`src/rtl/alu_issue.sv`:
```
// ALU issue stage: decodes the RV64 integer ALU subset into operands and an op code,
// then holds the results in a 2-entry registered FIFO that feeds the ALU/writeback.
module alu_issue (
  input  logic        clk,
  input  logic        rst_n,
  input  logic        in_valid,
  output logic        in_ready,
  input  logic [31:0] instr,
  input  logic [63:0] pc,
  input  logic [63:0] rs1_data,
  input  logic [63:0] rs2_data,
  output logic        out_valid,
  input  logic        out_ready,
  output logic [63:0] A,
  output logic [63:0] B,
  output logic [2:0]  ALU_C,
  output logic [4:0]  rd,
  output logic        illegal
);

  localparam logic [6:0] OPC_OP     = 7'b0110011;
  localparam logic [6:0] OPC_OP_IMM = 7'b0010011;
  localparam logic [6:0] OPC_LUI    = 7'b0110111;
  localparam logic [6:0] OPC_AUIPC  = 7'b0010111;

  localparam logic [2:0] ALU_ADD = 3'b000;
  localparam logic [2:0] ALU_SUB = 3'b001;
  localparam logic [2:0] ALU_AND = 3'b010;
  localparam logic [2:0] ALU_OR  = 3'b011;
  localparam logic [2:0] ALU_XOR = 3'b100;

  typedef struct packed {
    logic [63:0] a;
    logic [63:0] b;
    logic [2:0]  op;
    logic [4:0]  rd;
    logic        ill;
  } entry_t;

  logic [6:0]  opcode;
  logic [2:0]  funct3;
  logic [6:0]  funct7;
  logic [63:0] imm_i;
  logic [63:0] imm_u;
  logic        legal;
  entry_t      dec;

  assign opcode = instr[6:0];
  assign funct3 = instr[14:12];
  assign funct7 = instr[31:25];
  assign imm_i  = {{52{instr[31]}}, instr[31:20]};
  assign imm_u  = {{32{instr[31]}}, instr[31:12], 12'b0};

  always_comb begin
    dec    = '0;
    legal  = 1'b0;
    dec.rd = instr[11:7];
    case (opcode)
      OPC_OP: begin
        dec.a = rs1_data;
        dec.b = rs2_data;
        if (funct7 == 7'b0000000) begin
          legal = 1'b1;
          case (funct3)
            3'b000:  dec.op = ALU_ADD;
            3'b100:  dec.op = ALU_XOR;
            3'b110:  dec.op = ALU_OR;
            3'b111:  dec.op = ALU_AND;
            default: legal  = 1'b0;
          endcase
        end else if (funct7 == 7'b0100000 && funct3 == 3'b000) begin
          legal  = 1'b1;
          dec.op = ALU_SUB;
        end
      end
      OPC_OP_IMM: begin
        dec.a = rs1_data;
        dec.b = imm_i;
        legal = 1'b1;
        case (funct3)
          3'b000:  dec.op = ALU_ADD;
          3'b100:  dec.op = ALU_XOR;
          3'b110:  dec.op = ALU_OR;
          3'b111:  dec.op = ALU_AND;
          default: legal  = 1'b0;
        endcase
      end
      OPC_LUI: begin
        dec.b  = imm_u;
        dec.op = ALU_ADD;
        legal  = 1'b1;
      end
      OPC_AUIPC: begin
        dec.a  = pc;
        dec.b  = imm_u;
        dec.op = ALU_ADD;
        legal  = 1'b1;
      end
      default: legal = 1'b0;
    endcase
    // Unsupported tokens still flow through in order so writeback can trap on them.
    if (!legal) begin
      dec.a   = '0;
      dec.b   = '0;
      dec.op  = ALU_ADD;
      dec.ill = 1'b1;
    end
  end

  entry_t     mem [0:1];
  logic       head;
  logic       tail;
  logic [1:0] count;
  logic       push;
  logic       pop;

  assign in_ready  = (count != 2'd2);
  assign out_valid = (count != 2'd0);
  assign push      = in_valid && in_ready;
  assign pop       = out_valid && out_ready;

  always_ff @(posedge clk or negedge rst_n) begin
    if (!rst_n) begin
      mem[0] <= '0;
      mem[1] <= '0;
      head   <= 1'b0;
      tail   <= 1'b0;
      count  <= 2'd0;
    end else begin
      if (push) begin
        mem[tail] <= dec;
        tail      <= ~tail;
      end
      if (pop) head <= ~head;
      case ({push, pop})
        2'b10:   count <= count + 2'd1;
        2'b01:   count <= count - 2'd1;
        default: count <= count;
      endcase
    end
  end

  assign A       = mem[head].a;
  assign B       = mem[head].b;
  assign ALU_C   = mem[head].op;
  assign rd      = mem[head].rd;
  assign illegal = mem[head].ill;

endmodule

```
`config.mk`:
```
export PLATFORM = sky130hd
export DESIGN_NAME = alu_issue
export DESIGN_NICKNAME = d
export VERILOG_FILES = /design/src/rtl/alu_issue.sv
export SDC_FILE = /design/constraint.sdc
export NUM_CORES = 1
export LEC_CHECK = 0
export CORE_MARGIN = 4
export CORE_UTILIZATION = 50
export DETAILED_ROUTE_END_ITERATION = 16
export HOLD_SLACK_MARGIN = 0.06
export PLACE_DENSITY = 0.81
export SYNTH_ARGS = -nofsm -noshare
export SYNTH_HDL_FRONTEND = slang
export SYNTH_SLANG_ARGS = --single-unit
```
`constraint.sdc`:
```
create_clock -name clk -period 5.34 [get_ports clk]
set_input_delay 1.602 -clock clk [delete_from_list [all_inputs] [get_ports clk]]
set_output_delay 1.602 -clock clk [all_outputs]
set_load 0.01 [all_outputs]
```
# ---- Word level (Yosys, flattened, before mapping)
# Index checks and enable logic that the tools add are counted.
dict set report word_totals {
  regBits 278
  inputBits 228
}
dict set report op_classes {
  n_eq_ne 11
  magnitude_cmp 3
  reduce_logical 11
  bitwise_logic 4
  n_addsub 2
  n_mux 18
}
# cell count
set op_table {}
lappend op_table {{137-bit two-way mux} 4}
lappend op_table {{274-bit bitwise mux} 1}
lappend op_table {{67-bit one-hot mux with 3 select lines} 1}
lappend op_table {{137-bit demux with 1-bit select} 1}
lappend op_table {{131-bit two-way mux} 1}
lappend op_table {{64-bit one-hot mux with 2 select lines} 1}
lappend op_table {{7-bit by 6-bit == test with 1-bit output (second input constant)} 3}
lappend op_table {{7-bit by 5-bit == test with 1-bit output (second input constant)} 2}
lappend op_table {{3-bit == test (second input constant)} 3}
lappend op_table {{3-bit one-hot mux with 3 select lines} 1}
lappend op_table {{7-bit zero test} 1}
lappend op_table {{1-bit two-way mux} 5}
lappend op_table {{2-bit >= comparator (second input constant)} 2}
lappend op_table {{1-bit logical AND} 4}
lappend op_table {{1-bit NOT with 2-bit output} 2}
lappend op_table {{2-bit one-hot mux with 2 select lines} 1}
lappend op_table {{2-bit nonzero test} 2}
lappend op_table {{2-bit OR reduction} 2}
lappend op_table {{4-bit OR reduction} 1}
lappend op_table {{3-bit zero test} 1}
lappend op_table {{3-bit two-way mux} 1}
lappend op_table {{1-bit one-hot mux with 3 select lines} 1}
lappend op_table {{2-bit by 1-bit adder with 2-bit output (second input constant)} 1}
lappend op_table {{2-bit by 1-bit == test with 1-bit output (second input constant)} 1}
lappend op_table {{other kinds (5)} 6}

# ---- Longest topological paths before layout
# Gate-level depths: netlist (run 1).
dict set report depth {
  word_depth 7
  depth_mapped 7
  depth_no_buf 6
}

# ---- Least setup slack after synthesis (run 1)
# No wires, ideal clock.
dict set report synth_timing {
  path_kind {input-to-reg}
  start {in instr[25]}
  end {reg mem[67] (netlist bit)}
  arrival_time_ns 3.051
  path_buffers 3
  path_stages 7
  setup_slack_ns 2.194
  cell_sequence {or4_4 > nor3_4 > a211oi_2 > buf_6 > buf_6 > buf_6 > o31ai_1}
}
dict set report synth_between {
  elab_chain_len 7
  word_cells_on_any_way 8
}
# element line_no
set synth_lines {}
lappend synth_lines {{from (decl)} 8} ;# input logic [31:0] instr,
lappend synth_lines {{7-bit by 6-bit == test with 1-bit output} 71} ;# end else if (funct7 == 7'b0100000 && funct3 == 3'b000) begin
lappend synth_lines {{1-bit logical AND} 71}
lappend synth_lines {{1-bit two-way mux} 71}
lappend synth_lines {{1-bit two-way mux (*)} 62} ;# if (funct7 == 7'b0000000) begin
lappend synth_lines {{1-bit one-hot mux with 3 select lines (*)} 58} ;# case (opcode)
lappend synth_lines {{131-bit two-way mux (*)} 102} ;# if (!legal) begin
lappend synth_lines {{274-bit bitwise mux (*)} 131} ;# mem[tail] <= dec;
lappend synth_lines {{to (decl)} 110} ;# entry_t mem [0:1];
# Mark *: on every way between the ends. The rest lies on a longest branch, timed or not.
# A chain may end at the register's enable or synchronous reset.

# ---- Worst setup path in the final report (run 1)
dict set report layout_timing {
  start {reg head}
  end {out ALU_C[0]}
}
dict set report layout_between {
  elab_chain_len 4
}
# element line_no
set layout_lines {}
lappend layout_lines {{from (decl)} 111} ;# logic head;
lappend layout_lines {{from (signal assigned)} 134} ;# if (pop) head <= ~head;
lappend layout_lines {{1-bit NOT with 2-bit output (not written as such)} 145} ;# assign ALU_C = mem[head].op;
lappend layout_lines {{137-bit two-way mux (3 in a row)} -}
lappend layout_lines {{to (decl)} 16} ;# output logic [2:0] ALU_C,
# No other way between the ends. The select of a mux whose other input is x is not followed.

==> metrics.cfg, run 1 <==
[run_status]
status=finished clean

[floorplan]
die_h_um=181.7
start_util_pct=50.76
fp.dieArea_sq_um=33010
io_pins=367
fp-row-count=63
die_x_um=181.7
core_area_sq_um=29720

[setup_path]
crit_fanout=81
arrival_ns=2.42
cp_slowest_cell=clkdlybuf4s50_1
cp_top_family=buffers and inverters
worstPathRequired_ns=3.74
critPathBufInv=2
worstSetupStartpointType=flop
path_class=reg -> out
cp-end-kind=output port
path_cells=buf_12, mux2_2, clkdlybuf4s50_1
critPathMaxStageDelay_ns=0.56

[cells_and_area]
final_nets=2145
drive_above_1_share_pct=13.11
fillers=2292
final_cells=2331
area_growth_syn_to_layout_pct=32.55

[timing]
fmax_ghz=0.2486
finalClockSkew_ns=0.01575
grt_setup_unrepaired=false
period_minus_slack_ns=4.023
hold_viol=0
setup_viol=0
maxSlewViolCount=0
tightest_slew_ns=0.8988
min_period_over_period_pct=75.33
slew_headroom_pct=39.89
setup_tns_ns=0

[global_routing]
grt_pass1_wl_um=68790
first_global_vias=12920
grt.overflow.total=0
antenna_found_initial=3
grtUsageTotal_pct=25.16
grt_max_degree=125

[clock_network]
path_clk_slew_ns=0.06
cts_tree=built
cts-root-buf=clkbuf_16
cts_max_path_buffers=3
numCtsBuffers=30
clk_latency_ns=0.54
cts_setup_buffers=0
htreeDepth=1
cts_hold_buf=0
clock-sinks=278
post_cts_resized=0

[power_and_ir_drop]
p_leak_nw=8.080
p_per_area_nw_per_um2=308.8
irDropWorstVdd_mv=0.2719
totalPowerFinal_mw=6.175

[yosys]
synth_edf_count=0
synth_top_area_share_pct=46.12
synthFlopType=dfrtp_1
synth_nets=1874
yosys_warnings=0
synthTopCellsByArea=dfrtp_1 (46%), mux2_2 (11%), nand2_1 (11%), o31ai_1 (5.8%), o21ai_0 (5.5%)
async_flop_share_pct=100.0
syn-mean-instance-area_sq_um=9.170
yosysSeqAreaShare_pct=46.12
synth_area_leader_cell=dfrtp_1
synth_common_cells=nand2_1 (440), dfrtp_1 (278), o21ai_0 (167)
netlist_instances=1645
yosysMostFrequentCell=nand2_1
syn_area_sq_um=15080
synthDistinctLibCells=38
ys_seq_elements=278

[routing]
via_count=13130
via_per_inst=5.634
wl_per_cell_um=18.66
drt-initial-drc-count=916
wl_um=43510
firstDrtPassIters=5
drc=0
ant_nets=0

[placement]
numPortBuffers=366
dp_hpwl_um=29320
place_congestion=0.8320
placedCellCount=2274

[flow_run]
drv_cap=0

[worst_hold_path]
hold_path_class=reg -> reg

cell type report:
type | count | area (sq um) | area share [%]
inverters | 1 | 3.754 | 0.01877
multi-input cells | 1204 | 7438 | 37.20
diodes | 3 | 7.507 | 0.03755
clock buffers | 48 | 929.6 | 4.650
flip-flops and latches | 278 | 6960 | 34.81
repair buffers | 401 | 4086 | 20.44
clock inverters | 6 | 80.08 | 0.4005
well taps | 390 | 488.0 | 2.441
sequential cells by signal (all words and copies together), names as in the netlist:
name   count
tail       1
head       1
mem      274
count      2
kinds of logic (layout without fill, tap and decap cells):
family          after synthesis  after routing  synth area share (%)
compound gates              385            385                 16.91
xor+xnor                      4              4                0.2323
fa+ha+maj                     1              1               0.08293
buf+inv                     163            456                 4.819
flops                       278            278                 46.12
mux                         149            149                 11.11
other cells                   0              3                     0
simple gates                665            665                 20.72
worst reg2reg max path, cell delays in order, from the launching register on:
cell and delay (ns):
dfrtp_1 0.41, nand2b_1 0.27, nand3b_1 0.66, buf_12 0.46, o41ai_1 0.43
where the power goes:
part / internal [mW] / leakage [nW] / switching, mW
Sequential: 2.23 / 3.84 / 0.0702
Combinational: 0.715 / 3.74 / 1.08
Clock: 1.28 / 0.500 / 0.810
final timing paths:
| kind | to | cells after the start | startpoint | slack, ns |
|---|---|---|---|---|
| worst min-delay path | mem[175]$_DFFE_PN0P_ | 2 | mem[175]$_DFFE_PN0P_ | 0.47 |
| worst min register to register | mem[175]$_DFFE_PN0P_ | 2 | mem[175]$_DFFE_PN0P_ | 0.47 |
| worst max register to register | mem[143]$_DFFE_PN0P_ | 4 | count[0]$_DFFE_PN0P_ | 2.98 |
| max in group asynchronous | mem[224]$_DFFE_PN0P_ | 2 | rst_n | 3.43 |
| worst max-delay path | ALU_C[0] | 3 | head$_DFFE_PN0P_ | 1.32 |
| min in group asynchronous | mem[182]$_DFFE_PN0P_ | 1 | rst_n | 0.94 |
through the flow:
step                      setup slack, ns  hold slack, ns  utilization [%]  area [sq um]
after global placement              1.443          0.4526            63.86         18980
final                               1.317          0.4697            67.28         19990
after floorplan                     2.194          0.4376                -         15080
after global routing                1.266          0.4900            67.27         19990
after detailed placement            1.384          0.4603            63.86         18980
after CTS                           1.307          0.4730            67.26         19990
cells in the final DEF, fill, tap and decap left out, types with 9 or more instances in the layout:
cell / netlist / routed
clkbuf_16: 0 / 31
mux2_2: 148 / 148
nand3_1: 21 / 20
o31ai_1: 117 / 117
buf_12: 0 / 13
nand2b_1: 84 / 83
clkbuf_8: 0 / 9
clkdlybuf4s50_1: 0 / 363
nand3b_1: 66 / 66
buf_4: 0 / 23
and2_1: 34 / 34
nand2_1: 440 / 440
a211o_1: 19 / 19
o31ai_2: 9 / 9
a211oi_1: 65 / 65
dfrtp_1: 278 / 277
o21ai_0: 167 / 167
metal layers:
metal / global-route usage [%] / wire (um) / up-vias
li1: - / - / 6262
met4: 8.346 / 1636 / 2
met2: 41.33 / 20860 / 471
met5: 0 / 11 / -
met3: 5.689 / 3319 / 95
met1: 33.19 / 17680 / 6302
Note: power is estimated with default switching activity, not from simulation.
==> run 2, diff against run 1 <==
Clock period 5.34 ns to 4.1 ns, I/O delays scaled along.
==> run 2 against run 1 <==
  * First-iteration DRC count up 17%
  * Sequential share of layout area up 0.072 points
  * Clock skew about the same
  * Cell count down 0.17%
  * Worst setup slack worse by 0.95 ns
  * Count of clock-buffer cells in the layout up 1
  * Critical path type unchanged
  * Highest routed layer is now met4
==> metrics.cfg, run 2 (synthesis results as in run 1) <==
[run_status]
status=finished clean

[timing]
maxSlewViolCount=0  ; unchanged
grt_setup_unrepaired=false
setup_viol=0  ; unchanged
hold_viol=0  ; unchanged
tightest_slew_ns=0.7359  ; -0.1629 ns
min_period_over_period_pct=90.92
period_minus_slack_ns=3.728
fmax_ghz=0.2683
setup_tns_ns=0  ; unchanged
finalClockSkew_ns=0.01610  ; +0.0003423 ns
slew_headroom_pct=50.94  ; +11 points

[clock_network]
post_cts_resized=0  ; unchanged
path_clk_slew_ns=0.06  ; about the same
clock-sinks=278  ; unchanged
clk_latency_ns=0.55  ; about the same
htreeDepth=1  ; unchanged
cts_setup_buffers=0  ; unchanged
cts-root-buf=clkbuf_16
cts_hold_buf=0  ; unchanged
cts_tree=built
numCtsBuffers=30  ; unchanged
cts_max_path_buffers=3  ; unchanged

[global_routing]
grt_pass1_wl_um=68720  ; about the same
use_met2_pct=41.45  ; +0.12 points
first_global_vias=12820  ; -0.76%
grtUsageTotal_pct=25.21  ; +0.050 points
use_met3_pct=5.168  ; -0.52 points
use_met1_pct=33.15  ; -0.044 points
busiest_layer=met2
antenna_found_initial=2  ; -1
grt_max_degree=151  ; +21%
grt.overflow.total=0  ; unchanged

[cells_and_area]
area_growth_syn_to_layout_pct=32.27
drive_above_1_share_pct=13.02  ; -0.083 points
regMostFlops=mem
seqCellArea_sq_um=6960  ; unchanged
top_regs=mem (274), count (2)
final_common_cell=nand2_1
final_cell_mix=nand2_1 (440), clkdlybuf4s50_1 (363), dfrtp_1 (277), o21ai_0 (167), mux2_2 (148)
final_nets=2142  ; -0.14%
largest_reg_flops=274  ; unchanged
fillers=2343  ; +2.2%
multi_input_area_sq_um=7438  ; unchanged

[floorplan]
start_util_pct=50.76  ; unchanged
die_x_um=181.7  ; unchanged
fp-row-count=63  ; unchanged
io_pins=367  ; unchanged
die_h_um=181.7  ; unchanged
fp.dieArea_sq_um=33010  ; unchanged
core_area_sq_um=29720  ; unchanged

[placement]
numPortBuffers=366  ; unchanged
place_congestion=0.8279  ; -0.49%
dp_hpwl_um=29240  ; -0.26%

[routing]
via_count=13120  ; -0.11%
firstDrtPassIters=5  ; unchanged
drc=0  ; unchanged
via_per_inst=5.637  ; about the same
drt-initial-drc-count=1073  ; +17%
ant_nets=0  ; unchanged
wl_per_cell_um=18.77  ; +0.55%
wl_um=43670  ; +0.38%

[setup_path]
worstSetupStartpointType=flop
critPathMaxStageDelay_ns=0.64  ; +0.08 ns
cp_slowest_cell=dfrtp_4
crit_fanout=21  ; -74%
cp-end-kind=output port
path_class=reg -> out
worstPathRequired_ns=2.87  ; -0.87 ns
path_cells=buf_4, mux2_2, clkdlybuf4s50_1
arrival_ns=2.50  ; +0.08 ns

[power_and_ir_drop]
irDropWorstVdd_mv=0.3026  ; +11%
totalPowerFinal_mw=7.989  ; +29%
p_per_area_nw_per_um2=400.4  ; +30%
p_leak_nw=8.053  ; -0.34%

[worst_hold_path]
hold_path_class=reg -> reg

[flow_run]
drv_cap=0  ; unchanged

run 2: cell count changes in the layout (fill, tap and decap cells not counted):
cell / previous run / this run
buf_4: 23 / 19
clkbuf_1: 8 / 7
clkbuf_8: 9 / 11
bufinv_16: 2 / 0
buf_12: 13 / 14
clkinvlp_4: 0 / 1
diode_2: 3 / 2
run 2: final timing paths:
check / start / to / slack (ns) / cells past startpoint
worst max-delay path: head$_DFFE_PN0P_ / A[39] / 0.37 / 3
worst min-delay path: mem[32]$_DFFE_PN0P_ / mem[32]$_DFFE_PN0P_ / 0.47 / 2
worst max register to register: count[0]$_DFFE_PN0P_ / mem[106]$_DFFE_PN0P_ / 1.97 / 5
worst min register to register: mem[32]$_DFFE_PN0P_ / mem[32]$_DFFE_PN0P_ / 0.47 / 2
max in group asynchronous: rst_n / head$_DFFE_PN0P_ / 2.50 / 2
min in group asynchronous: rst_n / mem[45]$_DFFE_PN0P_ / 0.65 / 1
run 2: critical path, delay by kind of cell (launching register included):
kind                   cells  cell delay (ns)
muxes                      1             0.42
DFF                        1             0.64
buffers and inverters      2             0.89
run 2: area by class of cell:
class | instances | area share (%)
flip-flops and latches | 278 | 34.88
diodes | 2 | 0.02508
inverters | 1 | 0.01881
repair buffers | 398 | 20.43
clock inverters | 5 | 0.1380
well taps | 390 | 2.446
clock buffers | 49 | 4.778
multi-input cells | 1204 | 37.28
run 2: layer usage:
metal	vias to the layer above	share of wire [%]	wire, um
met5	-	0	0
met4	0	4.1	1812
met3	100	7.1	3104
met2	461	49	21250
met1	6300	40	17510
li1	6257	-	-
run 2: stage by stage:
stage	hold slack, ns	instances	utilization [%]	worst slack (ns)	cell area, sq um
2_1_floorplan	0.4376	1645	-	1.326	15080
3_3_place_gp	0.4534	2271	63.82	0.7953	18970
3_5_place_dp	0.4599	2271	63.82	0.7307	18970
4_1_cts	0.4740	2325	67.13	0.3378	19950
5_1_grt	0.4891	2327	67.14	0.2786	19950
6_report	0.4710	2327	67.14	0.3721	19950
run 2: power by group:
part | internal (mW) | leakage, nW | switching [mW]
logic | 0.943 | 3.72 | 1.37
clock network | 1.57 | 0.485 | 1.07
registers | 2.90 | 3.84 | 0.132
==> run 3, diff against run 2 <==
Settings changed: HOLD_SLACK_MARGIN 0.06 to 0.03.
==> results of run 3 <==
No change in the layout: final DEF, timing and power equal those of run 2.
==> edit (config.mk and constraints of run 1) <==
Reset style: synchronous (`rst_n`), changed in one clocked block.
--- a/src/rtl/alu_issue.sv
+++ b/src/rtl/alu_issue.sv
@@ -119,7 +119,7 @@
   assign push      = in_valid && in_ready;
   assign pop       = out_valid && out_ready;
 
-  always_ff @(posedge clk or negedge rst_n) begin
+  always_ff @(posedge clk) begin
     if (!rst_n) begin
       mem[0] <= '0;
       mem[1] <= '0;
Function: not settled (the Yosys comparison gave no result); the edit may change what the design does.
==> edit against run 1 <==
Die area fell by 6.0%; power rose by 8.6%; hold slack better by 0.066 ns; setup slack worse by 0.27 ns; cell area shrank 5.4%; routed wire length decreased by 9.2%; area after synthesis shrank 6.3%; sequential cell count increased by 1; first-iteration DRC count up 4.6%; critical path type unchanged; critical endpoint is now B[0]; largest power group unchanged.
==> edit: results (changes against run 1) <==
* Status: complete, no violations
* Post-synth top flop: edfxtp_1
* Slew Viols, Final at 0 (unchanged)
* GPL Wtd Cong at 0.7963 (-4.3%)
* Worst-path maximum fanout at 71 (-12%)
* Synth Area in Adders at 0.0008850 (+0.00005557)
* First-pass GRT wire length at 59630 um (-13%)
* Biggest registers after layout: mem: 274 flops, count: 2 flops
* Leakage power at 6.310 nW (-22%)
* H-tree Lvls at 1 (unchanged)
* CTS clock-pin slew for the worst setup and hold paths at 0.06 ns (about the same)
* Switching power at 1.824 mW (-6.7%)
* Detailed Place HPWL at 25210 um (-14%)
* Ys async rst share at 0 (-1.000)
* Slew HR at 0.3949 (-0.003989)
* Hold endpoint: count[1]
* RR Startpoint: count[0]
* Syn nets at 1343 (-28%)
* Leading cell types by count after synthesis: 274 x edfxtp_1, 221 x nor3_1, 148 x mux2_2
* R2R setup slack at 2.92 ns (-0.06 ns)
* Hold Crit Class: reg -> reg
* Post-cts gate resize count at 0 (unchanged)
* DR vias/cell at 5.835 (+3.6%)
* Depth of the worst register-to-register path at 4 (unchanged)
* Critical R2R Capture: mem[1][56]
* Post-Place Cell Area at 0.01802 mm2 (-5.0%)
* Sequential cell area fraction in the yosys report at 0.5891 (+0.1279)
* Post-synthesis xor/xnor area fraction at 0.002478 (+0.0001556)
* Slowest-stage cell, CP: dfxtp_4
* Post-synth EDFFs at 274 (+274)
* Initial antenna violation count at 2 (-1)
* Post-synthesis mux area share at 0.1179 (+0.006739)
* Max incr delay on CP at 0.70 ns (+0.14 ns)
* Vias in the first global route at 10780 (-17%)
* Pre-CTS setup slack at 1.130 ns (-0.2536 ns)
* Detailed-route wire length at 39510 um (-9.2%)
* GRT Total Usage at 0.2416 (-0.009965)
* Worst vdd ir at 215.8 uV (-21%)
* Final hold slack at 0.5354 ns (+0.06566 ns)
* Detailed Route Iter0 Violations at 958 (+4.6%)
* CTS Buf Count at 29 (-3.3%)
* Post-Syn Instances at 1114 (-32%)
* Compound-gate portion of the synthesized area at 0.07417 (-0.09496)
* Drt wl/cell at 21.77 um (+17%)
* Layout cells sized above 1 at 0.1887 (+0.05766)
* DP Cell Count at 1761 (-23%)
* Synth area leaders: edfxtp_1 58%, mux2_2 12%, nor3_1 7.8%
* Largest net degree at the start of global routing at 121 (-3.2%)
* Hold Path Origin: count[1]
* # nets final at 1643 (-23%)
* Post-CTS Hold Fix Bufs at 0 (unchanged)
* Port Buffers at 366 (unchanged)
* Fin Clk Skew at 0.009368 ns (-0.006386 ns)
* Largest family of logic cells by synthesized area: simple AND/OR/NAND/NOR gates
* WP data arrival at 2.69 ns (+0.27 ns)
* Filler cells at 2013 (-12%)
* Cell family with most CP delay: buffers and inverters
==> edit: worst min-delay path: stages, from the launching register on <==
cell	delay (ns)
dfxtp_1	0.33
o21ai_0	0.07
a21boi_0	0.08
==> edit: layout make-up <==
| cell class | instances | area, um2 | share of cell area |
|---|---|---|---|
| Multi-Input combinational cell | 711 | 5260 | 0.2782 |
| Clock buffer | 41 | 830.8 | 0.04394 |
| Antenna cell | 1 | 2.502 | 0.0001323 |
| Sequential cell | 279 | 8332 | 0.4406 |
| Tap cell | 378 | 473.0 | 0.02501 |
| Timing Repair Buffer | 391 | 3946 | 0.2087 |
| Clock inverter | 12 | 56.30 | 0.002978 |
| Inverter | 2 | 8.758 | 0.0004632 |
==> edit: cell families after synthesis <==
kind of cell    count (synthesis)
flops                         279
simple gates                  411
fa+ha+maj                       1
mux                           148
buf+inv                       124
compound gates                147
xor+xnor                        4
==> edit: routing by layer <==
| metal | part of all wire | GRT usage | wire length, um |
|---|---|---|---|
| met1 | 0.39 | 0.3112 | 15270 |
| met2 | 0.50 | 0.4137 | 19770 |
| met3 | 0.074 | 0.03961 | 2909 |
| met4 | 0.039 | 0.08967 | 1550 |
| met5 | 0.00030 | 0 | 12 |
==> edit: power by group through the flow <==
stage	sequential (mW)	combinational, mW	clock [mW]
floorplan	2.78	1.02	0
global placement	2.82	2.03	0
detailed placement	2.84	2.03	0
CTS	2.80	2.05	1.92
global route	2.82	2.13	2.00
finish	2.79	2.03	1.89
==> edit: worst max-delay path by stage <==
| stage | end | slack, ns |
|---|---|---|
| final | B[0] | 1.04 |
| after global routing | B[0] | 0.94 |
| after CTS | B[27] | 0.99 |
| after detailed placement | mem[1][45] | 1.13 |
| after global placement | mem[1][45] | 1.17 |
| after floorplan | mem[0][0] | 0.95 |
